[config.mk]
export PLATFORM = sky130hd
export DESIGN_NAME = level_bucketizer
export DESIGN_NICKNAME = d
export VERILOG_FILES = /design/src/rtl/level_bucketizer.sv
export SDC_FILE = /design/constraint.sdc
export NUM_CORES = 1
export LEC_CHECK = 0
export ABC_AREA = 1
export BUFFER_PORTS_ARGS = -buffer_cell sky130_fd_sc_hd__buf_4
export CORE_UTILIZATION = 59
export CTS_CLUSTER_DIAMETER = 60
export CTS_CLUSTER_SIZE = 8
export DETAILED_ROUTE_END_ITERATION = 8
export PLACE_DENSITY = 0.79
export SYNTH_ARGS = -nofsm -noshare
export SYNTH_HDL_FRONTEND = slang
export SYNTH_SLANG_ARGS = --single-unit
[constraint.sdc]
create_clock -name clk -period 3.3 [get_ports clk]
set_input_delay 0.33 -clock clk [delete_from_list [all_inputs] [get_ports clk]]
set_output_delay 0.33 -clock clk [all_outputs]
set_load 0.005 [all_outputs]
[src/rtl/level_bucketizer.sv]
// Turns a latched per-window edge count into a display bucket with downward hysteresis,
// a decaying peak-hold and a thermometer LED bar. One threshold is compared per cycle.
module level_bucketizer #(
   parameter  int COUNT_W       = 8,
   parameter  int NUM_BUCKETS   = 12,
   parameter  int FULL_SCALE    = 200,
   parameter  int HYST          = 2,
   parameter  int DECAY_UPDATES = 4,
   localparam int BUCKET_W      = $clog2(NUM_BUCKETS)
) (
   input  logic                   clk,
   input  logic                   reset,
   input  logic [COUNT_W-1:0]     count_in,
   input  logic                   count_valid,
   output logic                   ready,
   output logic                   dropped,
   output logic [BUCKET_W-1:0]    bucket,
   output logic [BUCKET_W-1:0]    peak,
   output logic [NUM_BUCKETS-2:0] led_bar,
   output logic                   overrange,
   output logic                   bucket_valid
);

   localparam int WIDE_W = COUNT_W + 5;
   localparam int DEC_W  = (DECAY_UPDATES > 1) ? $clog2(DECAY_UPDATES) : 1;

   typedef enum logic [1:0] {S_IDLE, S_SCAN, S_HYST, S_UPDATE} state_t;

   // Threshold k folds to a constant at elaboration; the product is kept wide to avoid overflow.
   function automatic logic [WIDE_W-1:0] thr_const(input int k);
      logic [WIDE_W-1:0] prod;
      prod = WIDE_W'(k) * WIDE_W'(FULL_SCALE);
      return prod / WIDE_W'(NUM_BUCKETS);
   endfunction

   function automatic logic [WIDE_W-1:0] thr_sel(input logic [BUCKET_W-1:0] idx);
      logic [WIDE_W-1:0] r;
      r = '0;
      for (int k = 1; k < NUM_BUCKETS; k++)
         if (idx == BUCKET_W'(k)) r = thr_const(k);
      return r;
   endfunction

   state_t                 state_q, state_d;
   logic [COUNT_W-1:0]     count_q, count_d;
   logic [BUCKET_W-1:0]    k_q, k_d;
   logic [BUCKET_W-1:0]    raw_q, raw_d;
   logic [BUCKET_W-1:0]    new_q, new_d;
   logic [BUCKET_W-1:0]    bucket_q, bucket_d;
   logic [BUCKET_W-1:0]    peak_q, peak_d;
   logic [DEC_W-1:0]       dec_q, dec_d;
   logic [NUM_BUCKETS-2:0] led_q, led_d;
   logic                   ovr_q, ovr_d;
   logic                   bvalid_q, bvalid_d;
   logic                   dropped_q, dropped_d;

   logic [WIDE_W-1:0]      count_wide;
   logic [WIDE_W-1:0]      thr_cur;

   assign count_wide = WIDE_W'(count_q);
   // SCAN walks k; HYST needs the threshold of the current bucket, so one table mux serves both.
   assign thr_cur    = thr_sel((state_q == S_SCAN) ? k_q : bucket_q);

   always_comb begin
      // NOTE: every signal gets a default first so no path leaves a value unassigned (no latches).
      state_d   = state_q;
      count_d   = count_q;
      k_d       = k_q;
      raw_d     = raw_q;
      new_d     = new_q;
      bucket_d  = bucket_q;
      peak_d    = peak_q;
      dec_d     = dec_q;
      led_d     = led_q;
      ovr_d     = ovr_q;
      bvalid_d  = 1'b0;
      dropped_d = count_valid && (state_q != S_IDLE);

      unique case (state_q)
         S_IDLE: begin
            if (count_valid) begin
               count_d = count_in;
               k_d     = BUCKET_W'(1);
               raw_d   = '0;
               state_d = S_SCAN;
            end
         end
         S_SCAN: begin
            if (count_wide > thr_cur) raw_d = raw_q + 1'b1;
            if (k_q == BUCKET_W'(NUM_BUCKETS - 1)) state_d = S_HYST;
            else                                   k_d     = k_q + 1'b1;
         end
         S_HYST: begin
            if (raw_q >= bucket_q)                                new_d = raw_q;
            else if (count_wide + WIDE_W'(HYST) <= thr_cur)       new_d = raw_q;
            else                                                  new_d = bucket_q;
            state_d = S_UPDATE;
         end
         S_UPDATE: begin
            bucket_d = new_q;
            if (DECAY_UPDATES == 0) begin
               peak_d = new_q;
               dec_d  = '0;
            end else if (new_q >= peak_q) begin
               peak_d = new_q;
               dec_d  = '0;
            end else if (dec_q == DEC_W'(DECAY_UPDATES - 1)) begin
               peak_d = ((peak_q - 1'b1) > new_q) ? (peak_q - 1'b1) : new_q;
               dec_d  = '0;
            end else begin
               dec_d  = dec_q + 1'b1;
            end
            for (int i = 0; i < NUM_BUCKETS - 1; i++)
               led_d[i] = (BUCKET_W'(i) < bucket_d) ||
                          ((peak_d != '0) && (BUCKET_W'(i) == peak_d - 1'b1));
            ovr_d    = count_wide >= WIDE_W'(FULL_SCALE);
            bvalid_d = 1'b1;
            state_d  = S_IDLE;
         end
         default: state_d = S_IDLE;
      endcase
   end

   // NOTE: sequential state uses non-blocking assignments only, so every flop samples pre-edge values.
   always_ff @(posedge clk or posedge reset) begin
      if (reset) begin
         state_q   <= S_IDLE;
         count_q   <= '0;
         k_q       <= '0;
         raw_q     <= '0;
         new_q     <= '0;
         bucket_q  <= '0;
         peak_q    <= '0;
         dec_q     <= '0;
         led_q     <= '0;
         ovr_q     <= 1'b0;
         bvalid_q  <= 1'b0;
         dropped_q <= 1'b0;
      end else begin
         state_q   <= state_d;
         count_q   <= count_d;
         k_q       <= k_d;
         raw_q     <= raw_d;
         new_q     <= new_d;
         bucket_q  <= bucket_d;
         peak_q    <= peak_d;
         dec_q     <= dec_d;
         led_q     <= led_d;
         ovr_q     <= ovr_d;
         bvalid_q  <= bvalid_d;
         dropped_q <= dropped_d;
      end
   end

   assign ready        = (state_q == S_IDLE);
   assign dropped      = dropped_q;
   assign bucket       = bucket_q;
   assign peak         = peak_q;
   assign led_bar      = led_q;
   assign overrange    = ovr_q;
   assign bucket_valid = bvalid_q;

endmodule
==> metrics, run 1 <==
iteration-0 DRC count of the detailed router=~190; GRT Util Overall=a little over a quarter; Yosys warnings=0; CP max FO=9; Slew @ Worst Pin=around 0.96 ns; ranking of synthesized cells by instance count=nand2_1, inv_1, dfrtp_1; Hold Fails Final Rpt=0; Critical Path, Cell by Cell=inv_1, ha_1, nand2_1, nand2_4, inv_1, nor2_1, inv_1, o21ai_0, inv_1, ha_1, nand2_1, o21ai_0, nor2_1, nand2_1, nand2_1, nand2_1, nand2_2, nand2_4, nand2_4, nand2_1, nand3_1, nand2_1; cts bufs inserted=5; crit path from=state_q[1]; count of antenna diodes in the layout=0; combined area of all synthesized cells=between 3000 and 4000 sq um; reg-to-reg slack, setup=about 0.34 ns; setup total negative slack=0 ns; total number of H-tree levels=2; fraction of layout instances using a drive strength above 1=roughly 17%; portion of the post-synthesis area used by sequential elements=35.2%; number of fill cells=between 400 and 500; via count=between 2000 and 3000; clk_skew=just over 0.006 ns; Clock power frac=8.6%; placement-stage cell area=3570 sq um; maximum VDD drop=0.000620 V; top_reg_cell synth=dfrtp_1; post-DR wirelength/cell=roughly 14 um; fraction of power consumed by sequential logic=about a quarter; count of mapped cells out of synthesis=~430; library cells used by synthesis=37; count of flip-flops with a built-in enable after synthesis=0; tightest slew margin relative to the limit=36.1%; critical path required time=3.50 ns; share of synthesized registers carrying an async set or reset=between 90% and 100%; Pre-Repair DR Iteration Count=4; FF+latch count, synth=46; Max-Cap Viols=0; share of the cycle needed by the critical path after routing=about nine tenths; maximum clock frequency=roughly 340 MHz; initial cell density of the core=between 60% and 70%; RSZ-0062 raised after global routing=no; number of setup violations in the final report=0; Die Span Y=roughly 76 um; Row Count=26; Final Wtd Congestion=0.934; FF-to-FF Start=state_q[1]; status=complete, no violations; category of the most critical setup path=flop to flop; pin count of the biggest net entering global routing=47; arrival time of data at the critical path endpoint=around 3.2 ns; power spent charging and discharging nets=roughly 0.0022 W; total number of nets in the final design=between 500 and 600; cell at the root of the clock tree=clkbuf_8; power density of the placed cells=1120 nW/um^2; Clock Latency Late Sink=~0.3 ns; post-CTS setup repair buffer count=0; clock transition at the register clock pins on the worst setup and hold paths after CTS=0.09 ns; final max-slew violation count=0; Clock Sinks=46; DRC errors left=0; Ports=34; P&R area growth vs syn=12.0%; capturing element type of the critical path=flop; dominant cell type by count on the critical path=nand2_1; ranking of synthesized cells by area=dfrtp_1, ha_1, nand2_1; # port buffers=33; LEAKAGE=between 1.5 and 2 nW; delay contributed by the slowest stage of the critical path=0.41 ns; most numerous cell in the Yosys netlist=nand2_1; maximum number of buffers from clock root to sink=2; Switching Share=52.2%; first-pass GRT wire length=12.5 mm; total length of routed wires=between 7 and 8 mm; portion of synthesized cell area occupied by the leading cell type=between 30% and 40%; Critical Path Start Type=flop; via density per instance=between 5 and 6; Min Clock Period, post-route=just under 3 ns; Placeable Area=5240 sq um; clock tree from TritonCTS=built; mean instance size in the synthesized netlist=7.68 sq um; number of nets produced by synthesis=between 400 and 500; DRT antenna net count=0; antenna violations before repair=0; number of global-route vias before repair=2688; combinational cell fraction of total power=between 60% and 70%; slowest stage cell on the critical path=dfrtp_1; library cell with the largest summed area after synthesis=dfrtp_1; final cell area excluding filler cells=approximately 3700 sq um; internal power of the cells=~0.0020 W; detailed placement HPWL=between 5 and 6 mm; die area=around 5800 sq um; cell depth of the worst flop-to-flop path=22; grt ovf=0; overall die width=approximately 76 um; Min-Delay Path Class=input pin to async pin
-- flip-flops by register name (all words and copies together), names as in the netlist --
register      count
count_q           8
dropped           1
bucket            4
overrange         1
peak              4
new_q             4
dec_q             2
bucket_valid      1
led_bar          11
raw_q             4
state_q           2
k_q               4
-- what timing repair did --
action | CTS | global route
endpoints found under the setup margin | 0 | 2
gates resized for setup | 0 | 1
hold buffers | 0 | 0
-- final timing paths --
kind	to
setup / recovery	new_q[3]
hold / removal	led_bar[2]
setup reg to reg	new_q[3]
hold reg to reg	overrange
max in group asynchronous	count_q[4]
min in group clk	dropped
-- logic make-up (layout without fill, tap and decap cells) --
| family | Yosys count | in the layout | share of synthesized area, % |
|---|---|---|---|
| AOI/OAI and AO/OA | 71 | 71 | 12.2 |
| xor gates and xnor gates | 9 | 9 | 2.41 |
| muxes | 2 | 2 | 0.688 |
| buffers and inverters | 68 | 102 | 8.15 |
| DFF | 46 | 46 | 35.2 |
| and+or+nand+nor | 197 | 197 | 28.7 |
| adders and majority gates | 33 | 33 | 12.6 |
-- layer usage --
metal  global-route usage [%]  vias to the layer above  routed length, um
met1                     41.0                     1346               3680
met2                     39.2                       77               3110
met5                        0                        -                  0
li1                         -                     1448                  -
met4                     6.92                        0                 79
met3                     3.95                        8                347
-- critical path, delay by kind of cell, from the launching register on --
family | cells | cell delay [ns]
AO/OA/AOI/OAI | 2 | 0.26
buffers and inverters | 4 | 0.37
AND/OR/NAND/NOR | 14 | 1.18
adder cells (fa/ha/maj) | 2 | 0.66
flip-flops | 1 | 0.41
-- final cells by class --
type / instances / area (sq um) / share of cell area, %
clock inverters: 3 / 21.3 / 0.581
inverters: 60 / 225 / 6.15
repair buffers: 34 / 255 / 6.97
clock buffers: 5 / 68.8 / 1.88
multi-input cells: 312 / 1850 / 50.6
well taps: 70 / 87.6 / 2.39
flip-flops and latches: 46 / 1150 / 31.4
-- power by group through the flow --
stage          logic, W  clock network, W  registers [W]
6_report        0.00274          0.000356        0.00102
5_1_grt         0.00313          0.000379        0.00106
4_1_cts         0.00273          0.000363        0.00102
3_5_place_dp    0.00271                 0        0.00103
3_3_place_gp    0.00263                 0        0.00102
2_1_floorplan   0.00210                 0       0.000964
-- cell usage in the layout (no fill, tap or decap), types with 6 or more instances in the layout --
cell and instances:
nand2_1 99, inv_1 52, dfrtp_1 46, buf_4 34, ha_1 33, nor2_1 32
a21oi_1 31, nand3_1 24, o21ai_0 17, nand4_1 10, nand2_2 8, o21ai_1 8
nand2_4 8, inv_2 6
-- per-stage QoR --
stage | util, % | cells | hold WS [ns] | worst slack [ns] | power, W
6_report | 69.9 | 530 | 0.244 | 0.338 | 0.00412
5_1_grt | 69.9 | 530 | 0.253 | 0.0182 | 0.00457
4_1_cts | 69.9 | 530 | 0.248 | 0.302 | 0.00412
3_5_place_dp | 68.2 | 522 | 0.478 | 0.332 | 0.00374
3_3_place_gp | 68.2 | 522 | 0.474 | 0.318 | 0.00365
2_1_floorplan | - | 426 | 0.452 | 0.736 | 0.00306
No activity file was read; power rests on OpenSTA's default activity.
==> inputs of run 2 (changes only) <==
PLACE_DENSITY = 0.8   (was 0.79)
RECOVER_POWER = 50   (was default)
==> run 2 against run 1 <==
Against the previous run:
- the flow now finishes with violations (max-capacitance violations, max-slew violations)
- fmax is 1.4% lower
- global-route usage grew 0.76 points
- critical path depth down 1
- combinational power hardly changed
- setup slack got worse by 0.042 ns
- register-to-register slack got worse by 0.04 ns
- sequential cell count did not move
- sequential share of layout area hardly changed
- via count is 0.83% lower
- largest cell class unchanged
==> metrics, run 2 (synthesis results as in run 1) <==
Final Wtd Congestion=0.947 (+1.4%); highest routed layer=met4; antenna violations before repair=0 (unchanged); total chip power=0.00415 W (+0.65%); hold buffer count at CTS=0 (unchanged); maximum clock frequency=333 MHz (-1.4%); clock tree from TritonCTS=built; highest-count cells in the layout ignoring fill and taps=nand2_1, inv_1, dfrtp_1; power density of the placed cells=1130 nW/um^2 (+0.58%); number of setup violations in the final report=0 (unchanged); clk_skew=0.00693 ns (+0.000688 ns); met1 wire length=3.60 mm (-2.3%); routed wire length on met3=371 um (+6.9%); delay contributed by the slowest stage of the critical path=0.41 ns (about the same); Pre-Repair DR Iteration Count=4 (unchanged); metal2 WL=3.34 mm (+7.6%); arrival time of data at the critical path endpoint=3.20 ns (+0.03 ns); RSZ-0062 raised after global routing=no; overall die width=76.5 um (unchanged); share of the cycle needed by the critical path after routing=91.0% (+1.3 points); grt ovf=0 (unchanged); total number of nets in the final design=503 (unchanged); Clock Sinks=46 (unchanged); Reg-to-Reg End=new_q[3]; count of antenna diodes in the layout=0 (unchanged); capturing element type of the critical path=flop; detailed placement HPWL=5.70 mm (+1.6%); Clock Latency Late Sink=0.30 ns (about the same); critical path required time=3.49 ns (about the same); first-pass GRT wire length=12.7 mm (+1.8%); slowest stage cell on the critical path=dfrtp_1; CP max FO=6 (-3); total area of sequential cells=1150 sq um (unchanged); number of fill cells=459 (+2.5%); maximum number of buffers from clock root to sink=2 (unchanged); DRC errors left=0 (unchanged); Min Clock Period, post-route=3.00 ns (+0.0422 ns); number of flip-flops under the largest register name=11 (unchanged); cts bufs inserted=5 (unchanged); number of placed instances with taps included=522 (unchanged); cell at the root of the clock tree=clkbuf_8; Row Count=26 (unchanged); cell depth of the worst flop-to-flop path=21 (-4.5%); post-CTS setup repair buffer count=0 (unchanged); failing checks=max-capacitance violations, max-slew violations; dominant cell type by count on the critical path=nand2_1; setup total negative slack=0 ns (unchanged); category of the most critical setup path=flop to flop; pin count of the biggest net entering global routing=47 (unchanged); Max-Cap Viols=1 (+1); final max-slew violation count=47 (+47); LEAKAGE=1.88 nW (-0.40%); total number of H-tree levels=2 (unchanged); iteration-0 DRC count of the detailed router=235 (+27%); area used by multi-input combinational logic=1860 sq um (+0.13%); via count=2855 (-0.83%); die area=5850 sq um (unchanged); status=finished, violations left; tightest slew margin relative to the limit=-16.8% (-53 points); Critical Path Start Type=flop; Hold Fails Final Rpt=0 (unchanged); fraction of layout instances using a drive strength above 1=16.3% (-0.22 points); Worst Hold Launch=count_in[2]; initial cell density of the core=62.5% (unchanged); # port buffers=33 (unchanged); post-DR wirelength/cell=13.9 um (+2.2%); via density per instance=5.39 (-0.83%); DRT antenna net count=0 (unchanged); count of cells along the worst hold path=2; Ports=34 (unchanged); Min-Delay Path Class=input pin to flop; Slew @ Worst Pin=1.75 ns (+0.792 ns); GRT Util Overall=27.5% (+0.76 points); maximum VDD drop=0.000764 V (+23%); number of global-route vias before repair=2722 (+1.3%); FF-to-FF Start=state_q[1]; reg-to-reg slack, setup=0.30 ns (-0.04 ns); total length of routed wires=7.37 mm (+2.2%); leading cell type in the layout, fill and taps excluded=nand2_1; clock transition at the register clock pins on the worst setup and hold paths after CTS=0.10 ns (about the same); Critical Path, Cell by Cell=inv_1, ha_1, inv_2, nand2_2, nand2_4, nor2_1, inv_1, o21ai_0, inv_1, ha_1, nand2_1, o21ai_0, nor2_1, nand2_1, nand2_1, nand2_1, nand2_2, nand2_4, nand3_1, nand3_1, nand2_1; destination of the worst hold path=count_q[2]; Die Span Y=76.5 um (unchanged); Placeable Area=5240 sq um (unchanged); non-filler instance count after layout=530 (unchanged); P&R area growth vs syn=12.0% (about the same)
==> run 2: changes by cell type in the layout (fill, tap and decap cells not counted), sizes merged <==
| cell | previous run | this run |
|---|---|---|
| clkbuf | 5 | 16 |
| inv | 58 | 59 |
| buf | 34 | 23 |
| clkinv | 4 | 3 |
==> run 2: power by group <==
part           switching, W  total (W)  internal, W
sequential         0.000242    0.00103     0.000787
combinational       0.00172    0.00276      0.00104
clock              0.000209   0.000362     0.000153
==> run 2: timing repair <==
action,in CTS,in global routing
resized for setup,0,2
endpoints found under the setup margin,0,8
hold endpoints to repair,0,0
==> run 2: worst max-delay path by stage <==
stage / slack (ns) / cells after the start / from / end
3_5_place_dp: 0.27 / 21 / state_q[1] / new_q[3]
4_1_cts: 0.23 / 21 / state_q[1] / new_q[3]
6_report: 0.30 / 21 / state_q[1] / new_q[3]
2_1_floorplan: 0.74 / 22 / state_q[1] / new_q[0]
3_3_place_gp: 0.31 / 21 / state_q[1] / new_q[3]
5_1_grt: 0.04 / 19 / state_q[1] / raw_q[0]
==> run 2: routing by layer <==
layer,global-route usage (%),vias up
met3,4.79,6
li1,-,1457
met2,42.3,86
met5,0,-
met1,40.1,1306
met4,6.92,0
==> run 2: cell type report <==
| cell class | count | area share (%) |
|---|---|---|
| Clock inverter | 3 | 0.683 |
| Tap cell | 70 | 2.39 |
| Multi-Input combinational cell | 312 | 50.6 |
| Inverter | 60 | 6.14 |
| Clock buffer | 5 | 1.88 |
| Sequential cell | 46 | 31.4 |
| Timing Repair Buffer | 34 | 6.86 |
==> run 2: stage by stage <==
stage	util, %	worst slack [ns]	hold slack (ns)	cell area (sq um)
after floorplan	-	0.736	0.452	3270
after global placement	68.2	0.311	0.472	3570
after detailed placement	68.2	0.270	0.497	3570
after CTS	70.0	0.232	0.245	3670
after global routing	70.0	0.0432	0.247	3670
final	70.0	0.295	0.256	3670
==> run 2: worst max-delay path: cells and delay by family, from the launching register on <==
family | cells | cell delay (ns)
AO/OA/AOI/OAI | 2 | 0.39
buffers and inverters | 4 | 0.44
AND/OR/NAND/NOR | 13 | 1.05
adder cells (fa/ha/maj) | 2 | 0.61
flip-flops | 1 | 0.41
==> inputs of run 3 (changes only) <==
RECOVER_POWER = default   (was 50)
==> run 3 against run 2 <==
Against the previous run:
- the run now ends clean
- count of clock-buffer cells in the layout unchanged
- largest cell class unchanged
- fmax is 0.14% higher
- non-clock buffer count stayed put
- sequential power is essentially flat
==> metrics, run 3 (synthesis results as in run 1) <==
status=complete, no violations; dominant cell type by count on the critical path=nand2_1; LEAKAGE=1.89 nW (+0.35%); total number of H-tree levels=2 (unchanged); area used by multi-input combinational logic=1860 sq um (unchanged); first-pass GRT wire length=12.7 mm (unchanged); RSZ-0062 raised after global routing=no; Ports=34 (unchanged); number of placed instances with taps included=522 (unchanged); Clock Latency Late Sink=0.30 ns (about the same); cell at the root of the clock tree=clkbuf_8; via count=2857 (+0.070%); Placeable Area=5240 sq um (unchanged); Slew @ Worst Pin=0.972 ns (-0.778 ns); kind of cell adding the most delay to the critical path=simple AND/OR/NAND/NOR gates; fraction of layout instances using a drive strength above 1=16.7% (+0.43 points); tightest slew margin relative to the limit=35.1% (+52 points); Critical Path Start Type=flop; Max-Cap Viols=0 (-1); number of setup violations in the final report=0 (unchanged); critical path required time=3.49 ns (about the same); number of flip-flops under the largest register name=11 (unchanged); total length of routed wires=7.42 mm (+0.66%); post-DR wirelength/cell=14.0 um (+0.66%); GRT Util Overall=27.5% (unchanged); via density per instance=5.39 (about the same); maximum clock frequency=333 MHz (+0.14%); category of the most critical setup path=flop to flop; cts bufs inserted=5 (unchanged); highest-count cells in the layout ignoring fill and taps=nand2_1, inv_1, dfrtp_1; final max-slew violation count=0 (-100%); power density of the placed cells=1140 nW/um^2 (+0.32%); arrival time of data at the critical path endpoint=3.20 ns (about the same); CP max FO=6 (unchanged); maximum VDD drop=0.000767 V (+0.40%); initial cell density of the core=62.5% (unchanged); setup total negative slack=0 ns (unchanged); post-CTS setup repair buffer count=0 (unchanged); Row Count=26 (unchanged); Hold Fails Final Rpt=0 (unchanged); P&R area growth vs syn=12.2%; DRT antenna net count=0 (unchanged); die area=5850 sq um (unchanged); # port buffers=33 (unchanged); clock tree from TritonCTS=built; maximum number of buffers from clock root to sink=2 (unchanged); DRC errors left=0 (unchanged); total number of nets in the final design=503 (unchanged); leading cell type in the layout, fill and taps excluded=nand2_1; share of the cycle needed by the critical path after routing=90.9% (-0.13 points); capturing element type of the critical path=flop; count of antenna diodes in the layout=0 (unchanged); clk_skew=0.00685 ns (-0.0000739 ns); slowest stage cell on the critical path=dfrtp_1; Pre-Repair DR Iteration Count=4 (unchanged); number of global-route vias before repair=2722 (unchanged); Min-Delay Path Class=input pin to async pin; antenna violations before repair=0 (unchanged); Clock Sinks=46 (unchanged); Final Wtd Congestion=0.947 (unchanged); detailed placement HPWL=5.70 mm (unchanged); iteration-0 DRC count of the detailed router=237 (+0.85%); Die Span Y=76.5 um (unchanged); overall die width=76.5 um (unchanged); grt ovf=0 (unchanged); pin count of the biggest net entering global routing=47 (unchanged); Crit path buffers/inverters=4 (unchanged); fraction of the core area covered by cells at the end of the flow=70.1% (+0.072 points); Critical Path, Cell by Cell=inv_1, ha_1, inv_2, nand2_2, nand2_4, nor2_1, inv_1, o21ai_0, inv_1, ha_1, nand2_1, o21ai_0, nor2_1, nand2_1, nand2_1, nand2_1, nand2_2, nand2_4, nand3_1, nand3_1, nand2_1; Min Clock Period, post-route=3.00 ns (-0.00433 ns); delay contributed by the slowest stage of the critical path=0.41 ns (about the same); number of fill cells=459 (unchanged); tightest hold margin=0.251 ns (-0.00496 ns); clock transition at the register clock pins on the worst setup and hold paths after CTS=0.10 ns (about the same); non-filler instance count after layout=530 (unchanged); total area of sequential cells=1150 sq um (unchanged)
==> run 3: cell types whose count changed in the layout (fill, tap and decap cells not counted) <==
cell and delta:
clkbuf_1 -1, clkbuf_4 -10, inv_2 +1, buf_4 +11, inv_1 -1
==> run 3: final timing paths <==
kind	startpoint	end	slack, ns	depth (start not counted)
worst max-delay path	state_q[1]	new_q[3]	0.30	21
worst min-delay path	reset	led_bar[2]	0.25	2
worst max register to register	state_q[1]	new_q[3]	0.30	21
worst min register to register	overrange	overrange	0.52	2
max in group asynchronous	reset	raw_q[3]	2.45	2
min in group clk	count_in[2]	count_q[2]	0.26	2
==> run 3: timing repair <==
action | CTS | global route
endpoints found under the setup margin | 0 | 8
hold endpoints to repair | 0 | 0
hold buffers | 0 | 0
gates resized for setup | 0 | 2
==> run 3: area by class of cell <==
class / instances / share of cell area (%)
clock buffer: 5 / 1.88
clock inverter: 3 / 0.682
inverter: 60 / 6.14
multi-input combinational: 312 / 50.6
sequential: 46 / 31.4
tap: 70 / 2.39
timing repair buffer: 34 / 6.96
==> run 3: where the power goes <==
group	switching, W	internal, W
Combinational	0.00173	0.00104
Clock	0.000210	0.000153
Sequential	0.000245	0.000786
==> run 3: worst reg2reg max path, delay by kind of cell, from the launching register on <==
kind,cells,cell delay [ns]
simple gates,13,1.05
buf+inv,4,0.44
compound gates,2,0.39
fa+ha+maj,2,0.61
flops,1,0.41
==> run 3: through the flow <==
stage | worst slack [ns] | power (W) | cell area (sq um)
2_1_floorplan | 0.736 | 0.00306 | 3270
3_5_place_dp | 0.270 | 0.00376 | 3570
3_3_place_gp | 0.311 | 0.00365 | 3570
6_report | 0.300 | 0.00417 | 3670
5_1_grt | 0.0432 | 0.00461 | 3670
4_1_cts | 0.232 | 0.00415 | 3670
==> run 3: routing by layer <==
metal	track usage, %	vias to the layer above	share of wire (%)
li1	-	1455	-
met2	42.3	86	45
met3	4.79	4	5.7
met4	6.92	0	0.74
met1	40.1	1312	48
met5	0	-	0
